--- src/rtl/kb_event_queue_if.sv ---
// Keyboard/mouse event queue bus: upstream capture handshake, FWFT consumer side
// and status. The slave modport is the queue itself.
interface kb_event_queue_if #(
   parameter int unsigned DEPTH = 8
);
   logic                     kb_data_ready;
   logic                     kb_is_mouse;
   logic [15:0]              kb_data;
   logic                     kb_data_retrieved;
   logic                     out_valid;
   logic                     out_is_mouse;
   logic [15:0]              out_data;
   logic                     out_ready;
   logic [$clog2(DEPTH):0]   count;
   logic                     overflow;
   logic                     clear_overflow;

   modport master (
      output kb_data_ready, kb_is_mouse, kb_data, out_ready, clear_overflow,
      input  kb_data_retrieved, out_valid, out_is_mouse, out_data, count, overflow
   );

   modport slave (
      input  kb_data_ready, kb_is_mouse, kb_data, out_ready, clear_overflow,
      output kb_data_retrieved, out_valid, out_is_mouse, out_data, count, overflow
   );
endinterface

--- src/rtl/kb_event_queue.sv ---
// Event queue between the keyboard/mouse receiver and its consumer: captures one
// word per upstream ready assertion and presents entries first-word-fall-through.
module kb_event_queue #(
   parameter int unsigned DEPTH = 8
) (
   input logic            clk,
   input logic            reset_n,
   kb_event_queue_if.slave q
);
   localparam int unsigned AW = $clog2(DEPTH);

   typedef enum logic [1:0] {
      IDLE     = 2'd0,
      ACK      = 2'd1,
      WAIT_LOW = 2'd2
   } state_t;

   state_t          state_q, state_d;
   logic [AW-1:0]   rd_ptr, wr_ptr;
   logic [AW:0]     count_q;
   logic [16:0]     mem [DEPTH];
   logic            full, wr_en, pop, set_ovf;
   logic            ovf_q, ret_q;

   // Full check uses the registered count, so a same-cycle pop never frees a slot.
   assign full = (count_q == (AW+1)'(DEPTH));
   assign pop  = (count_q != '0) && q.out_ready;

   always_comb begin
      state_d = state_q;
      wr_en   = 1'b0;
      set_ovf = 1'b0;
      unique case (state_q)
         IDLE: begin
            if (q.kb_data_ready) begin
               if (!full) begin
                  wr_en   = 1'b1;
                  state_d = ACK;
               end else begin
                  set_ovf = 1'b1;
               end
            end
         end
         ACK:      state_d = WAIT_LOW;
         WAIT_LOW: if (!q.kb_data_ready) state_d = IDLE;
         default:  state_d = IDLE;
      endcase
   end

   always_ff @(posedge clk) begin
      if (!reset_n) begin
         state_q <= IDLE;
         rd_ptr  <= '0;
         wr_ptr  <= '0;
         count_q <= '0;
         ovf_q   <= 1'b0;
         ret_q   <= 1'b0;
      end else begin
         state_q <= state_d;
         ret_q   <= (state_d == ACK);
         if (wr_en) wr_ptr <= wr_ptr + AW'(1);
         if (pop)   rd_ptr <= rd_ptr + AW'(1);
         count_q <= count_q + (AW+1)'(wr_en) - (AW+1)'(pop);
         if (set_ovf)                ovf_q <= 1'b1;
         else if (q.clear_overflow)  ovf_q <= 1'b0;
      end
   end

   // Storage is deliberately left out of reset.
   always_ff @(posedge clk) begin
      if (wr_en) mem[wr_ptr] <= {q.kb_is_mouse, q.kb_data};
   end

   assign q.out_valid         = (count_q != '0);
   assign q.out_is_mouse      = mem[rd_ptr][16];
   assign q.out_data          = mem[rd_ptr][15:0];
   assign q.count             = count_q;
   assign q.overflow          = ovf_q;
   assign q.kb_data_retrieved = ret_q;
endmodule

--- src/flat_wrapper.sv ---
// flat-port wrapper written by rule: the top's interface ports become plain ports
module kb_event_queue_flat 
#(
   parameter int unsigned DEPTH = 8
)
  (clk, reset_n, q_kb_data_ready, q_kb_is_mouse, q_kb_data, q_out_ready, q_clear_overflow, q_kb_data_retrieved, q_out_valid, q_out_is_mouse, q_out_data, q_count, q_overflow);
  kb_event_queue_if #(.DEPTH(DEPTH)) q_i ();
  input logic clk;
  input logic reset_n;
  input wire logic [$bits(q_i.kb_data_ready)-1:0] q_kb_data_ready;
  input wire logic [$bits(q_i.kb_is_mouse)-1:0] q_kb_is_mouse;
  input wire logic [$bits(q_i.kb_data)-1:0] q_kb_data;
  input wire logic [$bits(q_i.out_ready)-1:0] q_out_ready;
  input wire logic [$bits(q_i.clear_overflow)-1:0] q_clear_overflow;
  output wire logic [$bits(q_i.kb_data_retrieved)-1:0] q_kb_data_retrieved;
  output wire logic [$bits(q_i.out_valid)-1:0] q_out_valid;
  output wire logic [$bits(q_i.out_is_mouse)-1:0] q_out_is_mouse;
  output wire logic [$bits(q_i.out_data)-1:0] q_out_data;
  output wire logic [$bits(q_i.count)-1:0] q_count;
  output wire logic [$bits(q_i.overflow)-1:0] q_overflow;
  assign q_i.kb_data_ready = q_kb_data_ready;
  assign q_i.kb_is_mouse = q_kb_is_mouse;
  assign q_i.kb_data = q_kb_data;
  assign q_i.out_ready = q_out_ready;
  assign q_i.clear_overflow = q_clear_overflow;
  assign q_kb_data_retrieved = q_i.kb_data_retrieved;
  assign q_out_valid = q_i.out_valid;
  assign q_out_is_mouse = q_i.out_is_mouse;
  assign q_out_data = q_i.out_data;
  assign q_count = q_i.count;
  assign q_overflow = q_i.overflow;
  kb_event_queue #(.DEPTH(DEPTH)) u_core (.clk(clk), .reset_n(reset_n), .q(q_i));
endmodule
--- config.mk ---
export PLATFORM = sky130hd
export DESIGN_NAME = kb_event_queue_flat
export DESIGN_NICKNAME = d
export VERILOG_FILES = /design/src/rtl/kb_event_queue_if.sv /design/src/rtl/kb_event_queue.sv /design/src/flat_wrapper.sv
export SDC_FILE = /design/constraint.sdc
export NUM_CORES = 1
export LEC_CHECK = 0
export CAP_MARGIN = 20
export CELL_PAD_IN_SITES_DETAIL_PLACEMENT = 1
export CELL_PAD_IN_SITES_GLOBAL_PLACEMENT = 1
export CORE_MARGIN = 8
export CORE_UTILIZATION = 46
export CTS_CLUSTER_SIZE = 30
export DETAILED_ROUTE_END_ITERATION = 16
export GPL_TIMING_DRIVEN = 0
export HOLD_SLACK_MARGIN = 0.06
export PLACE_DENSITY = 0.85
export SYNTH_ARGS = -nofsm -noshare
export SYNTH_HDL_FRONTEND = slang
export SYNTH_SLANG_ARGS = --single-unit
--- constraint.sdc ---
create_clock -name clk -period 3.65 [get_ports clk]
set_clock_uncertainty 0.1 [all_clocks]
set_input_delay 1.095 -clock clk [delete_from_list [all_inputs] [get_ports clk]]
set_output_delay 1.095 -clock clk [all_outputs]
set_load 0.05 [all_outputs]
==> impl_metrics.yaml, run 1 <==
status:
  outcome: "finished clean"
pwr:
  cellLeakagePower_nw: 2.51
  peakVddDrop_v: 0.000438
  pwr_density_cell_nw_per_um2: 680
place:
  dpl.hpwl_um: 8710
  finalWeightedCongestion: 0.680
  io_buffers: 45
  dpl_worst_slack_ps: -308
clock_tree:
  post_cts_buffers: 0
  clock_path_buffers: 2
  h-tree-depth: 4
  clk_pin_slew_ps: 60
  insertion_delay_ps: 420
  cts_tree: "yes"
  clock_sinks: 153
  cts_root_buf: "clkbuf_16"
  cts_buffers: 17
critical_path:
  worst-path-max-fanout: 10
  worstSetupPathType: "reg2out"
  cp-start-kind: "flip-flop"
  end_kind: "output pin"
  worstPathArrival_ps: 2360
  crit_required_ps: 2450
synth:
  syn_avg_cell_area_sq_um: 21.0
  yosysWarnings: 0
  syn_nets: 318
  syn_inst: 288
  seq_area_frac_synth: 0.733
  synth_area_sq_um: 6040
  yosysUniqueCellTypes: 28
  synth-seq-cells: 153
global_route:
  grt.total_usage: 0.160
  gr-total-overflow: 0
  grt_pass1_wl_um: 19200
  grt_pass1_vias: 3353
  antenna_found_initial: 0
  grt_max_degree: 17
final_layout:
  syn2layout_area_growth_pct: 22.2
  final_util: 0.566
  num_antenna_cells: 0
  layout-drive-gt1-share: 0.241
  nets: 389
sta:
  finalHoldViolCount: 0
  slew_headroom: 0.272
  drv_slew: 0
  grt_setup_unrepaired: "false"
  worst_pin_slew_ps: 1090
  setup_violations: 0
  max_freq_ghz: 0.281
  fin_ws_ps: 91.9
  period_needed_ps: 3560
  period_share: 0.975
run:
  maxCapViolCount: 0
detailed_routing:
  wl_per_cell_um: 22.9
  final_antenna_net_count: 0
  vias: 2941
  finalWirelength_um: 12500
  first_pass_iters: 4
  vias_per_cell: 5.39
  drt-initial-drc-count: 276
  drcViolationCount: 0
floorplanning:
  fp.dieW_um: 131
  die_area_sq_um: 17000
  die_h_um: 131
  core_area_sq_um: 13000
  num_io_pins: 46
  rows: 42
  initial_core_util: 0.463
worst_hold_path:
  hold_class: "reg2reg"
final timing paths:
path,start,to,slack [ps],cells past startpoint
min reg2reg,u_core.rd_ptr[2],u_core.rd_ptr[2],390,2
min,u_core.rd_ptr[2],u_core.rd_ptr[2],390,2
max reg2reg,u_core.q.count[2],u_core.q.count[2],880,9
max,flip-flop,q_out_data[8],90,5
final cells by class:
class | instances | area, sq um
fillers | 1183 | 5650
flip-flops and latches | 153 | 4420
multi-input cells | 118 | 1570
repair buffers | 54 | 528
clock buffers | 19 | 433
well taps | 176 | 220
clock inverters | 11 | 108
plain buffers | 9 | 76.3
inverters | 6 | 22.5
per-stage QoR:
stage	setup TNS [ps]	power, mW	hold slack (ps)	cells	area (sq um)
2_1_floorplan	0	3.06	356	288	6040
3_3_place_gp	-137100	3.44	365	509	6710
3_5_place_dp	-10420	3.52	385	518	6870
4_1_cts	-18.5	5.08	393	546	7400
5_1_grt	0	5.21	407	546	7380
6_report	0	5.01	392	546	7380
synthesized netlist by cell type (all sizes together):
cell type,instances,area (sq um)
nor4,1,6.26
nor3,4,20.0
clkbuf,5,18.8
buf,6,53.8
fa,1,20.0
inv,6,22.5
and2,2,12.5
a32oi,1,8.76
ha,7,87.6
nand3b,1,7.51
or3b,2,17.5
nor2,8,30.0
xnor2,1,8.76
nand2,12,45.0
nand2b,8,50.1
or2,1,6.26
nand3,3,15.0
edfxtp,136,4080
a21o,1,7.51
dfxtp,17,340
mux2,17,191
a21oi,2,10.0
mux2i,11,110
mux4,34,856
nor3b,1,7.51
cell usage in the layout (no fill, tap or decap), drive strengths merged:
cell type        n
a21o             1
a21oi            2
a32oi            1
and2             2
buf             15
bufinv           2
clkbuf          29
clkdlybuf4s15    2
clkdlybuf4s50   28
clkinv           8
clkinvlp         1
dfxtp           17
dlygate4sd2      8
edfxtp         136
fa               1
ha               7
inv              6
mux2            17
mux2i           11
mux4            34
nand2           12
nand2b           8
nand3            3
nand3b           1
nor2             8
nor3             4
nor3b            1
nor4             1
or2              1
or3b             2
xnor2            1
sequential cells by signal (all words and copies together) (netlist names), named ones only:
name                        flops
u_core.mem                    136
u_core.q.count                  4
u_core.q.kb_data_retrieved      1
u_core.q.overflow               1
u_core.rd_ptr                   3
u_core.state_q                  2
u_core.wr_ptr                   3
per-layer routing:
metal / vias to the layer above / GRT usage / share of wire
met1: 1532 / 0.177 / 0.41
met2: 52 / 0.284 / 0.53
met3: 15 / 0.0475 / 0.043
li1: 1342 / - / -
met5: - / 0 / 0
met4: 0 / 0.0648 / 0.012
logic make-up after synthesis:
group | share of synthesized area
flip-flops | 0.733
multiplexers | 0.192
AND/OR/NAND/NOR | 0.0361
buffers and inverters | 0.0157
adder cells (fa/ha/maj) | 0.0178
AO/OA/AOI/OAI | 0.00435
XOR/XNOR | 0.00145
power breakdown:
group | switching, mW | total [mW] | internal, mW
Sequential | 0.0754 | 2.11 | 2.03
Clock | 0.635 | 1.62 | 0.984
Combinational | 0.790 | 1.29 | 0.497
worst max-delay path: stages, from the launching register on:
cell	delay (ps)
dfxtp_1	330
buf_6	150
buf_6	190
mux4_1	570
mux2_2	270
dlygate4sd2_1	420
repair_timing:
action | 4_1_cts | 5_1_grt
endpoints found under the setup margin | 17 | 16
gates resized for setup | 27 | 15
hold endpoints to repair | 0 | 0
cloned | 0 | 0
hold buffers | 0 | 0
Note: power is estimated with default switching activity, not from simulation.
==> inputs of run 2 (changes only) <==
- PLACE_DENSITY: 0.85 -> 0.84
==> impl_metrics.yaml, run 2 (same netlist as run 1, synthesis figures left out) <==
critical_path:
  worstPathArrival_ps: 2370
  cp-start-kind: "flip-flop"
  worst-path-max-fanout: 10
  reg2regPathDepth: 9
  rrSetupSlack_ps: 920
  worstSetupPathType: "reg2out"
  end_kind: "output pin"
  r2r-end: "u_core.q.count[2]"
  r2r-start: "u_core.q.count[2]"
  crit_required_ps: 2450
final_layout:
  regMostFlops: "u_core.mem"
  num_antenna_cells: 0
  fin_cells: 547
  final_util: 0.571
  largest_reg_flops: 136
  layout_commonest_cell: "edfxtp_1"
  nFillCells: 1181
  nets: 388
  final_area_sq_um: 7440
  syn2layout_area_growth_pct: 23.2
  layout-drive-gt1-share: 0.243
  final_cell_mix: "136 x edfxtp_1, 28 x clkdlybuf4s50_1, 24 x mux4_1"
worst_hold_path:
  whs_endpoint: "u_core.rd_ptr[2]"
  min_from: "u_core.rd_ptr[2]"
  hold_depth: 2
  hold_class: "reg2reg"
global_route:
  grt_max_degree: 17
  gr-total-overflow: 0
  grt_pass1_vias: 3375
  grt.total_usage: 0.165
  grt_pass1_wl_um: 19800
  antenna_found_initial: 0
pwr:
  peakVddDrop_v: 0.000405
  finalPower_mw: 5.21
  pwr_density_cell_nw_per_um2: 700
  cellLeakagePower_nw: 2.52
run:
  maxCapViolCount: 0
clock_tree:
  insertion_delay_ps: 420
  clk_pin_slew_ps: 60
  cts.repair.resized: 26
  clock_sinks: 153
  cts_buffers: 17
  cts_tree: "yes"
  cts_root_buf: "clkbuf_16"
  clock_path_buffers: 2
  post_cts_buffers: 0
  h-tree-depth: 4
  cts-hold-fix-buffers: 0
sta:
  drv_slew: 0
  period_needed_ps: 3570
  slew_headroom: 0.369
  grt_setup_unrepaired: "false"
  max_freq_ghz: 0.280
  period_share: 0.977
  worst_pin_slew_ps: 942
  finalSetupTns_ps: 0
  finalHoldViolCount: 0
  setup_violations: 0
place:
  dp.cells: 517
  place_area_sq_um: 6860
  dpl.hpwl_um: 9270
  finalWeightedCongestion: 0.676
  io_buffers: 45
detailed_routing:
  drcViolationCount: 0
  first_pass_iters: 4
  drt-initial-drc-count: 260
  final_antenna_net_count: 0
  finalWirelength_um: 13000
  vias: 2967
  vias_per_cell: 5.42
  wl_per_cell_um: 23.8
floorplanning:
  die_h_um: 131
  die_area_sq_um: 17000
  fp.dieW_um: 131
  rows: 42
  initial_core_util: 0.463
  num_io_pins: 46
  core_area_sq_um: 13000
status:
  outcome: "finished clean"
-- run 2: changes by cell type in the layout (fill, tap and decap cells not counted) --
cell | previous run | this run
clkinvlp_4 | 1 | 4
bufinv_16 | 2 | 4
clkinv_2 | 4 | 2
buf_2 | 1 | 0
buf_6 | 8 | 7
clkbuf_1 | 3 | 2
dlygate4sd2_1 | 8 | 9
-- run 2: routing by layer --
layer,global-route usage,routed length [um],vias to the layer above
li1,-,-,1337
met1,0.181,5270,1566
met2,0.300,7160,50
met3,0.0459,415,14
met4,0.0587,155,0
met5,0,0,-
-- run 2: layout make-up --
cell class | instances | area [sq um] | area share
Multi-Input combinational cell | 118 | 1570 | 0.211
Clock buffer | 18 | 429 | 0.0577
Buffer | 9 | 82.6 | 0.0111
Inverter | 6 | 22.5 | 0.00303
Sequential cell | 153 | 4420 | 0.595
Timing Repair Buffer | 53 | 514 | 0.0691
Tap cell | 176 | 220 | 0.0296
Clock inverter | 14 | 180 | 0.0242
-- run 2: worst max path at each step --
stage                        end  slack [ps]  depth (start not counted)
6_report           q_out_data[9]          80                          5
5_1_grt           q_out_data[12]           2                          5
4_1_cts            q_out_data[5]           3                          5
3_5_place_dp   u_core.mem[1][14]        -360                          5
3_3_place_gp   u_core.mem[1][14]       -1730                          4
2_1_floorplan   u_core.mem[2][0]         240                          3
-- run 2: through the flow --
stage / setup slack [ps] / hold WS (ps)
final: 83.0 / 382
after global placement: -1730 / 364
after global routing: 2.36 / 406
after floorplan: 236 / 356
after detailed placement: -364 / 382
after CTS: 2.62 / 391
-- run 2: worst max-delay path, cell delays in order (launching register included) --
cell	delay, ps
dfxtp_1	330
buf_6	150
buf_6	200
mux4_1	570
mux2_2	270
dlygate4sd2_1	430
-- run 2: power breakdown --
group,total (mW),leakage (nW),internal [mW],switching (mW)
registers,2.11,1.37,2.03,0.0738
logic,1.30,0.864,0.497,0.803
clock network,1.80,0.284,1.13,0.666
total,5.21,2.52,3.66,1.54
